==> src/rtl/sync_launch_pkg.sv <==
// -----------------------------------------------------------------------------
// sync_launch_pkg
// Shared definitions for the synchronizer word launcher:
//   launch_state_t  - launcher FSM states
//   cnt_width()     - bits needed to hold a counter value 0..max_val
//   DATA_RESET_BIT  - reset value replicated across the launched-data register
// -----------------------------------------------------------------------------
package sync_launch_pkg;

    typedef enum logic [1:0] {
        IDLE      = 2'd0,
        LAUNCH    = 2'd1,
        WAIT_DONE = 2'd2,
        GAP       = 2'd3
    } launch_state_t;

    localparam logic DATA_RESET_BIT = 1'b0;

    function automatic int cnt_width(input int max_val);
        return (max_val < 1) ? 1 : $clog2(max_val + 1);
    endfunction

endpackage

==> src/rtl/sync_word_launcher_fifo.sv <==
// -----------------------------------------------------------------------------
// sync_fifo
// Small first-word-fall-through FIFO. The head word is visible combinationally
// so the launcher can capture it in the same cycle it pops.
// Ports:
//   clk, reset_n       - clock, synchronous active-low reset (empties FIFO)
//   i_push, i_push_data- write request/data (ignored when full)
//   i_pop              - remove head word (ignored when empty)
//   o_head             - current head word
//   o_full, o_empty    - status flags
//   o_count            - number of words stored
// -----------------------------------------------------------------------------
module sync_fifo #(
    parameter int DATA_BIT_WIDTH = 3,
    parameter int FIFO_DEPTH     = 4
) (
    input  logic                          clk,
    input  logic                          reset_n,
    input  logic                          i_push,
    input  logic [DATA_BIT_WIDTH-1:0]     i_push_data,
    input  logic                          i_pop,
    output logic [DATA_BIT_WIDTH-1:0]     o_head,
    output logic                          o_full,
    output logic                          o_empty,
    output logic [$clog2(FIFO_DEPTH):0]   o_count
);

    localparam int PTR_W = $clog2(FIFO_DEPTH);
    localparam int CNT_W = PTR_W + 1;

    logic [DATA_BIT_WIDTH-1:0] r_mem [FIFO_DEPTH];
    logic [PTR_W-1:0]          r_wr_ptr;
    logic [PTR_W-1:0]          r_rd_ptr;
    logic [CNT_W-1:0]          r_count;
    logic                      w_push_ok;
    logic                      w_pop_ok;

    assign o_full    = (r_count == CNT_W'(FIFO_DEPTH));
    assign o_empty   = (r_count == '0);
    assign w_push_ok = i_push && !o_full;
    assign w_pop_ok  = i_pop && !o_empty;
    assign o_head    = r_mem[r_rd_ptr];
    assign o_count   = r_count;

    // Storage carries no reset; validity is tracked by the pointers/count.
    always_ff @(posedge clk) begin
        if (w_push_ok) begin
            r_mem[r_wr_ptr] <= i_push_data;
        end
    end

    // Pointers wrap naturally because FIFO_DEPTH is a power of two.
    always_ff @(posedge clk) begin
        if (!reset_n) begin
            r_wr_ptr <= '0;
            r_rd_ptr <= '0;
            r_count  <= '0;
        end else begin
            if (w_push_ok) begin
                r_wr_ptr <= r_wr_ptr + PTR_W'(1);
            end
            if (w_pop_ok) begin
                r_rd_ptr <= r_rd_ptr + PTR_W'(1);
            end
            case ({w_push_ok, w_pop_ok})
                2'b10:   r_count <= r_count + CNT_W'(1);
                2'b01:   r_count <= r_count - CNT_W'(1);
                default: r_count <= r_count;
            endcase
        end
    end

endmodule

==> src/rtl/sync_word_launcher.sv <==
// -----------------------------------------------------------------------------
// sync_word_launcher
// Source-side launcher for a 3-stage enable/ack synchronizer. Buffers words in
// a FIFO and presents them one at a time on sync_d_o with sync_en_o, holding
// the word until the destination confirms with rx_done_i (already
// synchronized into this domain) or a timeout drops it.
// Ports:
//   clk, reset_n   - clock, synchronous active-low reset
//   wr_valid_i/wr_data_i/wr_ready_o - local write interface
//   sync_en_o, sync_d_o  - synchronizer enable and data (registered)
//   sync_ack_i     - synchronizer enable_ack
//   rx_done_i      - destination reception acknowledge (level or pulse)
//   busy_o         - FSM active or words buffered
//   timeout_o      - one-cycle pulse when a word is dropped
//   fifo_count_o   - words currently buffered
// -----------------------------------------------------------------------------
module sync_word_launcher
    import sync_launch_pkg::*;
#(
    parameter int DATA_BIT_WIDTH = 3,
    parameter int FIFO_DEPTH     = 4,
    parameter int HOLD_CYCLES    = 3,
    parameter int TIMEOUT_CYCLES = 15
) (
    input  logic                          clk,
    input  logic                          reset_n,
    input  logic                          wr_valid_i,
    input  logic [DATA_BIT_WIDTH-1:0]     wr_data_i,
    output logic                          wr_ready_o,
    output logic                          sync_en_o,
    output logic [DATA_BIT_WIDTH-1:0]     sync_d_o,
    input  logic                          sync_ack_i,
    input  logic                          rx_done_i,
    output logic                          busy_o,
    output logic                          timeout_o,
    output logic [$clog2(FIFO_DEPTH):0]   fifo_count_o
);

    generate
        if (DATA_BIT_WIDTH <= 1) begin : g_bad_width
            $error("sync_word_launcher: DATA_BIT_WIDTH must be greater than 1");
        end
        if (FIFO_DEPTH < 2 || (FIFO_DEPTH & (FIFO_DEPTH - 1)) != 0) begin : g_bad_depth
            $error("sync_word_launcher: FIFO_DEPTH must be a power of two and at least 2");
        end
        if (HOLD_CYCLES < 1) begin : g_bad_hold
            $error("sync_word_launcher: HOLD_CYCLES must be at least 1");
        end
        if (TIMEOUT_CYCLES <= HOLD_CYCLES + 1) begin : g_bad_timeout
            $error("sync_word_launcher: TIMEOUT_CYCLES must exceed HOLD_CYCLES+1");
        end
    endgenerate

    localparam int HOLD_W = cnt_width(HOLD_CYCLES);
    localparam int TMO_W  = cnt_width(TIMEOUT_CYCLES);
    // Comparing against "last" values lets the transition fire on the cycle
    // the counter would reach its target, so the registered output changes
    // on the following cycle.
    localparam logic [HOLD_W-1:0] HOLD_LAST = HOLD_W'(HOLD_CYCLES - 1);
    localparam logic [TMO_W-1:0]  TMO_LAST  = TMO_W'(TIMEOUT_CYCLES - 1);

    launch_state_t               r_state, w_state_next;
    logic [HOLD_W-1:0]           r_hold, w_hold_next;
    logic [TMO_W-1:0]            r_tmo, w_tmo_next;
    logic                        r_en, w_en_next;
    logic [DATA_BIT_WIDTH-1:0]   r_data, w_data_next;
    logic                        r_timeout, w_timeout_next;

    logic                        w_full;
    logic                        w_empty;
    logic                        w_pop;
    logic [DATA_BIT_WIDTH-1:0]   w_head;
    logic [$clog2(FIFO_DEPTH):0] w_count;

    sync_fifo #(
        .DATA_BIT_WIDTH (DATA_BIT_WIDTH),
        .FIFO_DEPTH     (FIFO_DEPTH)
    ) u_fifo (
        .clk         (clk),
        .reset_n     (reset_n),
        .i_push      (wr_valid_i),
        .i_push_data (wr_data_i),
        .i_pop       (w_pop),
        .o_head      (w_head),
        .o_full      (w_full),
        .o_empty     (w_empty),
        .o_count     (w_count)
    );

    always_ff @(posedge clk) begin
        if (!reset_n) begin
            r_state   <= IDLE;
            r_hold    <= '0;
            r_tmo     <= '0;
            r_en      <= 1'b0;
            r_data    <= {DATA_BIT_WIDTH{DATA_RESET_BIT}};
            r_timeout <= 1'b0;
        end else begin
            r_state   <= w_state_next;
            r_hold    <= w_hold_next;
            r_tmo     <= w_tmo_next;
            r_en      <= w_en_next;
            r_data    <= w_data_next;
            r_timeout <= w_timeout_next;
        end
    end

    always_comb begin
        w_state_next   = r_state;
        w_hold_next    = r_hold;
        w_tmo_next     = r_tmo;
        w_en_next      = 1'b0;
        w_data_next    = r_data;
        w_timeout_next = 1'b0;
        w_pop          = 1'b0;
        case (r_state)
            IDLE: begin
                if (!w_empty) begin
                    w_pop        = 1'b1;
                    w_data_next  = w_head;
                    w_en_next    = 1'b1;
                    w_hold_next  = '0;
                    w_tmo_next   = '0;
                    w_state_next = LAUNCH;
                end
            end
            LAUNCH: begin
                w_en_next  = 1'b1;
                w_tmo_next = r_tmo + TMO_W'(1);
                // rx_done_i is deliberately not looked at here: the hold
                // must complete even if the destination answers early.
                if (r_tmo == TMO_LAST) begin
                    w_en_next      = 1'b0;
                    w_timeout_next = 1'b1;
                    w_state_next   = GAP;
                end else if (sync_ack_i) begin
                    w_hold_next = r_hold + HOLD_W'(1);
                    if (r_hold == HOLD_LAST) begin
                        w_en_next    = 1'b0;
                        w_state_next = WAIT_DONE;
                    end
                end
            end
            WAIT_DONE: begin
                w_tmo_next = r_tmo + TMO_W'(1);
                // A done arriving on the timeout cycle still counts as success.
                if (rx_done_i) begin
                    w_state_next = GAP;
                end else if (r_tmo == TMO_LAST) begin
                    w_timeout_next = 1'b1;
                    w_state_next   = GAP;
                end
            end
            GAP: begin
                w_state_next = IDLE;
            end
            default: begin
                w_state_next = IDLE;
            end
        endcase
    end

    assign wr_ready_o   = !w_full;
    assign busy_o       = (r_state != IDLE) || !w_empty;
    assign sync_en_o    = r_en;
    assign sync_d_o     = r_data;
    assign timeout_o    = r_timeout;
    assign fifo_count_o = w_count;

endmodule

==> config.mk <==
export PLATFORM = sky130hd
export DESIGN_NAME = sync_word_launcher
export DESIGN_NICKNAME = d
export VERILOG_FILES = /design/src/rtl/sync_launch_pkg.sv /design/src/rtl/sync_word_launcher_fifo.sv /design/src/rtl/sync_word_launcher.sv
export SDC_FILE = /design/constraint.sdc
export NUM_CORES = 1
export LEC_CHECK = 0
export BUFFER_PORTS_ARGS = -buffer_cell sky130_fd_sc_hd__buf_2
export CAP_MARGIN = 10
export CORE_MARGIN = 4
export CORE_UTILIZATION = 25
export CTS_CLUSTER_SIZE = 40
export DETAILED_ROUTE_END_ITERATION = 8
export GPL_ROUTABILITY_DRIVEN = 0
export PLACE_DENSITY = 0.44
export SLEW_MARGIN = 20
export SYNTH_ARGS = -nofsm -noshare
export SYNTH_HDL_FRONTEND = slang
export SYNTH_SLANG_ARGS = --single-unit
==> constraint.sdc <==
create_clock -name clk -period 5.6 [get_ports clk]
set_input_delay 0 -clock clk [delete_from_list [all_inputs] [get_ports clk]]
set_output_delay 0 -clock clk [all_outputs]
set_load 0.02 [all_outputs]
==> results of run 1 <==
==> cell usage in the layout, fill, tap and decap left out <==
cell type      count
or3_2              1
mux2i_1            4
dlygate4sd3_1      3
o21ai_2            1
a21oi_1            4
and2_4             1
dfxtp_1           20
a21boi_1           5
mux4_2             3
o21ai_0            5
clkbuf_8           5
nand2b_1           3
nand3b_1           1
o31ai_2            1
and2_1             5
clkinv_4           1
buf_2             17
nand2_1           15
inv_1              6
fa_1               1
edfxtp_1          12
xnor2_1            5
or3_1              1
o2bb2ai_1          1
nor2_1             3
nand3_1            6
a22oi_1            1
o221a_1            2
a21boi_0           2
ha_1              12
or3b_4             1
nor3_1             1
and3_1             4
inv_2              3
and3_2             1
clkinvlp_4         2
nor4b_2            1
nor2b_1            4
==> cell families after synthesis <==
logic type | count (synthesis) | synth area share
simple gates | 48 | 0.172
compound gates | 22 | 0.102
mux | 7 | 0.0693
buf+inv | 12 | 0.0298
fa+ha+maj | 13 | 0.110
flops | 32 | 0.490
xor+xnor | 5 | 0.0282
==> how the worst min path moves through the flow <==
stage | from | end | slack [ps] | cells past startpoint
2_1_floorplan | wr_data_i[0] | u_fifo.r_mem[0][0]$_DFFE_PP_ | 100 | 0
3_3_place_gp | wr_data_i[0] | u_fifo.r_mem[0][0]$_DFFE_PP_ | 210 | 1
3_5_place_dp | wr_data_i[1] | u_fifo.r_mem[2][1]$_DFFE_PP_ | 230 | 1
4_1_cts | rx_done_i | timeout_o$_SDFF_PN0_ | 40 | 4
5_1_grt | rx_done_i | timeout_o$_SDFF_PN0_ | 90 | 4
6_report | rx_done_i | timeout_o$_SDFF_PN0_ | 50 | 4
==> final cells by class <==
cell class | count | area share
multi-input combinational | 95 | 0.405
inverter | 9 | 0.0183
tap | 75 | 0.0510
timing repair buffer | 20 | 0.0625
sequential | 32 | 0.413
clock inverter | 3 | 0.0129
clock buffer | 5 | 0.0374
==> metal layers <==
layer | global-route usage | share of wire
met5 | 0 | 0
met4 | 0.0524 | 0.020
met3 | 0.0323 | 0.058
met2 | 0.138 | 0.44
met1 | 0.114 | 0.48
==> through the flow <==
stage          instance area (um^2)  std cells  total power, mW  utilization
3_5_place_dp                   1720        228            0.707        0.287
4_1_cts                        1840        239            0.894        0.307
2_1_floorplan                  1550        139            0.609            -
3_3_place_gp                   1720        228            0.696        0.287
6_report                       1840        239            0.881        0.307
5_1_grt                        1840        239            0.950        0.307
==> power by group through the flow <==
| stage | Clock [mW] | Sequential, mW | Combinational (mW) |
|---|---|---|---|
| 2_1_floorplan | 0 | 0.345 | 0.263 |
| 3_3_place_gp | 0 | 0.333 | 0.363 |
| 3_5_place_dp | 0 | 0.337 | 0.369 |
| 4_1_cts | 0.189 | 0.332 | 0.373 |
| 5_1_grt | 0.198 | 0.340 | 0.412 |
| 6_report | 0.182 | 0.331 | 0.368 |
==> registers in the layout, summed over array words and instances, names as in the netlist <==
name and flops:
sync_en_o 1, timeout_o 1, sync_d_o 3, r_hold 2, r_state 2, u_fifo.o_count 3, u_fifo.r_wr_ptr 2, r_tmo 4
u_fifo.r_rd_ptr 2, u_fifo.r_mem 12
==> worst reg2reg max path, cell delays in order (launching register included) <==
cell	delay, ps
dfxtp_1	380
inv_1	100
ha_1	270
o31ai_2	150
inv_2	140
ha_1	240
fa_1	390
xnor2_1	140
or3_1	300
a21boi_0	160
==> flow_metrics.py, run 1 <==
metrics = {
    "run_status": {
        "outcome": "finished clean",
    },
    "timing": {
        "worst_slack_ps": 3230,
        "max_clock_freq_ghz": 0.423,
        "clock_skew_ps": 7.76,
        "max-slew-margin-rel": 0.645,
        "tns_ps": 0,
        "setup_viol_count_final": 0,
        "rsz0062_at_grt": "no",
        "slew_violations": 0,
        "hold_violations": 0,
        "worst_slew_pin_slew_ps": 530,
        "fin_crit_ps": 2370,
        "fin_hold_ws_ps": 47.1,
        "fin_crit_sh": 0.423,
    },
    "drt": {
        "route.detailed.drc": 0,
        "routedWlPerCell_um": 12.8,
        "antenna_left": 0,
        "finalWirelength_mm": 3.07,
        "dr.pass1.iters": 6,
        "drtIter0Drc": 53,
        "route.vias.total": 1089,
        "vias_per_cell": 4.56,
    },
    "setup_path": {
        "rr_startpoint": "r_state[0]$_SDFFE_PN0P_",
        "worst-r2r-cell-count": 9,
        "crit_path_cell_trace": "inv_1 > ha_1 > o31ai_2 > inv_2 > ha_1 > fa_1 > xnor2_1 > or3_1 > a21boi_0",
        "cpPeakStageDelay_ps": 390,
        "required_ps": 5820,
        "reg2reg_slack_ps": 3230,
        "cpMostUsedCell": "ha_1",
        "crit_fanout": 6,
        "cp_num_buf_inv": 2,
        "crit_end": "u_fifo.o_count[2]$_SDFFE_PN0P_",
        "crit_path_start": "r_state[0]$_SDFFE_PN0P_",
        "slowest_stage": "fa_1",
        "r2r_end": "u_fifo.o_count[2]$_SDFFE_PN0P_",
        "crit_arrival_ps": 2580,
        "crit_family": "adder cells",
        "end_kind": "flop",
        "crit_type": "flop to flop",
        "startpoint_type": "flop",
        "crit_cells": 9,
    },
    "cts": {
        "cts_root_buf": "clkbuf_8",
        "cts_buffer_depth": 2,
        "cts_setup_buffers": 0,
        "ctsHoldBuffers": 3,
        "h-tree-depth": 2,
        "cts_buffers": 5,
        "cts.reportedPaths.clkPinSlew_ps": 80,
        "tritoncts": "done",
        "clock_sinks": 32,
        "clock_latency_ps": 290,
        "cts-resized-gates": 0,
    },
    "power_and_ir_drop": {
        "power_density_nw_per_um2": 478,
        "p_int_mw": 0.535,
        "combPwrFrac": 0.417,
        "p_seq_frac": 0.376,
        "clock_power_share": 0.207,
        "switching_share": 0.392,
        "power.net_switching_mw": 0.346,
        "ir_drop_v": 0.000106,
        "p_leak_nw": 0.711,
    },
    "global_route": {
        "grt-ovfl-total": 0,
        "grt_pass1_wl_mm": 5.24,
        "grt_max_degree": 23,
        "grtUsageTotal": 0.0919,
        "antenna_found_initial": 0,
        "grt_pass1_vias": 1118,
    },
    "floorplanning": {
        "top_level_ports": 18,
        "start_util": 0.259,
        "core.rowCount": 28,
        "fp.dieH_um": 86.8,
        "die_x_um": 86.8,
        "dieArea_um2": 7540,
        "core_um2": 5990,
    },
    "finish": {
        "area_growth_pct": 18.6,
        "diodes": 0,
        "drive_gt1_frac": 0.232,
        "multi_input_area_um2": 746,
        "final_net_count": 184,
        "nFillCells": 613,
        "seqCellArea_um2": 761,
    },
    "logic_synthesis": {
        "syn-num-nets": 160,
        "synth_cells": 139,
        "seq_area_frac_synth": 0.490,
        "ys_seq_elements": 32,
        "yosys_most_used_dff": "dfxtp_1",
        "ys.warnings.count": 0,
        "netlist.area_leader.share": 0.258,
        "ys_top_cells_by_count": "20 x dfxtp_1, 15 x nand2_1, 12 x edfxtp_1, 12 x ha_1",
        "async_flop_share": 0,
        "synth_cell_type_count": 35,
        "synth_edf_count": 12,
        "synth_most_common_cell": "dfxtp_1",
        "synth_area_leaders": "dfxtp_1 26%, edfxtp_1 23%, ha_1 9.7%, mux4_2 4.4%, nand2_1 3.6%",
        "syn_area_per_cell_um2": 11.2,
        "synth_area_um2": 1550,
        "synth_area_leader_cell": "dfxtp_1",
    },
    "place": {
        "hpwlAfterDp_mm": 2.34,
        "pre_cts_ws_ps": 3280,
        "port_buffers": 17,
    },
    "min_path": {
        "hold_path_class": "input port to flop",
    },
    "run": {
        "maxCapViolCount": 0,
    },
}
No activity file was read; power rests on OpenSTA's default activity.
==> inputs of run 2 (changes only) <==
--- a/config.mk
+++ b/config.mk
@@ -12,7 +12,7 @@
 export CTS_CLUSTER_SIZE = 40
 export DETAILED_ROUTE_END_ITERATION = 8
 export GPL_ROUTABILITY_DRIVEN = 0
-export PLACE_DENSITY = 0.44
+export PLACE_DENSITY = 0.45
 export SLEW_MARGIN = 20
 export SYNTH_ARGS = -nofsm -noshare
 export SYNTH_HDL_FRONTEND = slang
==> constraint.sdc (replaced) <==
create_clock -name clk -period 1.9 [get_ports clk]
set_input_delay 0 -clock clk [delete_from_list [all_inputs] [get_ports clk]]
set_output_delay 0 -clock clk [all_outputs]
set_load 0.02 [all_outputs]
==> flow_metrics.py, run 2 (synthesis results as in run 1) <==
metrics = {
    "run_status": {
        "outcome": "finished with violations",
        "violations": "negative setup slack",
    },
    "setup_path": {
        "crit_end": "u_fifo.o_count[2]$_SDFFE_PN0P_",
        "crit_path_cell_trace": "or3b_4 > and2_4 > inv_4 > ha_4 > fa_2 > xnor2_1 > or3_1 > a21boi_1",
        "reg2reg_slack_ps": -20,
        "required_ps": 2110,
        "crit_path_start": "u_fifo.o_count[2]$_SDFFE_PN0P_",
        "r2r_end": "u_fifo.o_count[2]$_SDFFE_PN0P_",
        "startpoint_type": "flop",
        "end_kind": "flop",
        "worst-r2r-cell-count": 8,
        "rr_startpoint": "u_fifo.o_count[2]$_SDFFE_PN0P_",
        "crit_type": "flop to flop",
        "slowest_stage": "dfxtp_4",
        "crit_arrival_ps": 2130,
        "cpPeakStageDelay_ps": 350,
        "crit_fanout": 3,
    },
    "drt": {
        "finalWirelength_mm": 3.00,
        "antenna_left": 0,
        "vias_per_cell": 4.37,
        "dr.pass1.iters": 4,
        "routedWlPerCell_um": 11.8,
        "drtIter0Drc": 30,
        "route.detailed.drc": 0,
        "route.vias.total": 1114,
    },
    "power_and_ir_drop": {
        "power_density_nw_per_um2": 1430,
        "switching_share": 0.368,
        "combPwrFrac": 0.482,
        "p_int_mw": 1.83,
        "clock_power_share": 0.184,
        "power.total_mw": 2.89,
        "ir_drop_v": 0.000401,
        "power.net_switching_mw": 1.06,
        "p_seq_frac": 0.334,
        "p_leak_nw": 0.797,
    },
    "finish": {
        "largest_reg_flops": 12,
        "mostFrequentLayoutCells": "17 x buf_2, 16 x dfxtp_1, 15 x nand2_1, 15 x buf_4, 12 x edfxtp_1",
        "drive_gt1_frac": 0.344,
        "multi_input_area_um2": 782,
        "top_regs": "u_fifo.r_mem: 12 flops, r_tmo: 4 flops",
        "final_net_count": 200,
        "nFillCells": 597,
        "diodes": 0,
        "final_common_cell": "buf_2",
        "area_growth_pct": 30.5,
        "seqCellArea_um2": 773,
        "top_register": "u_fifo.r_mem",
        "stdcell_count": 255,
    },
    "timing": {
        "hold_violations": 0,
        "fin_hold_ws_ps": 49.9,
        "setup_viol_count_final": 1,
        "max_clock_freq_ghz": 0.521,
        "max-slew-margin-rel": 0.662,
        "fin_crit_sh": 1.01,
        "slew_violations": 0,
        "worst_slack_ps": -18.0,
        "rsz0062_at_grt": "yes",
        "fin_crit_ps": 1920,
        "worst_slew_pin_slew_ps": 506,
        "tns_ps": -18.0,
        "clock_skew_ps": 5.90,
    },
    "global_route": {
        "grt_pass1_vias": 1130,
        "antenna_found_initial": 0,
        "grt_pass1_wl_mm": 5.13,
        "grt-ovfl-total": 0,
        "grt_max_degree": 23,
        "grtUsageTotal": 0.0871,
    },
    "floorplanning": {
        "fp.dieH_um": 86.8,
        "core_um2": 5990,
        "die_x_um": 86.8,
        "core.rowCount": 28,
        "start_util": 0.259,
        "top_level_ports": 18,
        "dieArea_um2": 7540,
    },
    "cts": {
        "clock_sinks": 32,
        "h-tree-depth": 2,
        "cts_root_buf": "clkbuf_8",
        "cts_buffers": 5,
        "clock_latency_ps": 290,
        "cts_buffer_depth": 2,
        "cts.reportedPaths.clkPinSlew_ps": 70,
        "tritoncts": "done",
    },
    "min_path": {
        "hold_path_class": "input port to flop",
    },
    "place": {
        "dp.cells": 239,
        "pre_cts_ws_ps": -43.6,
        "hpwlAfterDp_mm": 2.30,
        "port_buffers": 17,
    },
    "run": {
        "maxCapViolCount": 0,
    },
}
==> run 2: critical path: cells and delay by family (launching register included) <==
kind | cells | cell delay (ps)
simple gates | 3 | 700
fa+ha+maj | 2 | 510
flops | 1 | 350
xor+xnor | 1 | 130
compound gates | 1 | 120
buf+inv | 1 | 40
==> run 2: through the flow <==
step	util	cell area [um^2]
global placement	0.307	1840
CTS	0.331	1980
global route	0.338	2030
floorplan	-	1590
detailed placement	0.307	1840
finish	0.338	2030
==> run 2: timing repair <==
item                                   CTS  global route
gates cloned                             0             0
hold buffers                             3             0
pin swaps                                0             1
setup endpoints to repair                1             6
endpoints found under the hold margin   12             0
gates resized for setup                  1             3
setup buffers                            1             4
==> run 2: power by group through the flow <==
| stage | Clock [mW] | Sequential [mW] | Combinational, mW |
|---|---|---|---|
| 2_1_floorplan | 0 | 1.03 | 0.832 |
| 3_3_place_gp | 0 | 0.976 | 1.31 |
| 3_5_place_dp | 0 | 0.984 | 1.31 |
| 4_1_cts | 0.554 | 0.970 | 1.34 |
| 5_1_grt | 0.599 | 0.989 | 1.53 |
| 6_report | 0.531 | 0.966 | 1.39 |
==> run 2: worst min-delay path by stage <==
stage	slack, ps	endpoint	depth (start not counted)	start
2_1_floorplan	100	u_fifo.r_mem[0][0]$_DFFE_PP_	0	wr_data_i[0]
3_3_place_gp	210	u_fifo.r_mem[2][0]$_DFFE_PP_	1	wr_data_i[0]
3_5_place_dp	220	u_fifo.r_mem[3][0]$_DFFE_PP_	1	wr_data_i[0]
4_1_cts	50	timeout_o$_SDFF_PN0_	4	rx_done_i
5_1_grt	110	timeout_o$_SDFF_PN0_	4	rx_done_i
6_report	50	timeout_o$_SDFF_PN0_	4	rx_done_i
==> run 2: layout make-up <==
type	count	area share
Tap cell	75	0.0463
Clock buffer	5	0.0340
Timing Repair Buffer	36	0.122
Multi-Input combinational cell	95	0.386
Inverter	9	0.0179
Sequential cell	32	0.382
Clock inverter	3	0.0117
==> run 2: routing by layer <==
metal,GRT usage,vias up,share of wire
met3,0.0266,4,0.037
met1,0.105,526,0.46
met2,0.140,17,0.48
met5,0,-,0
li1,-,567,-
met4,0.0425,0,0.016
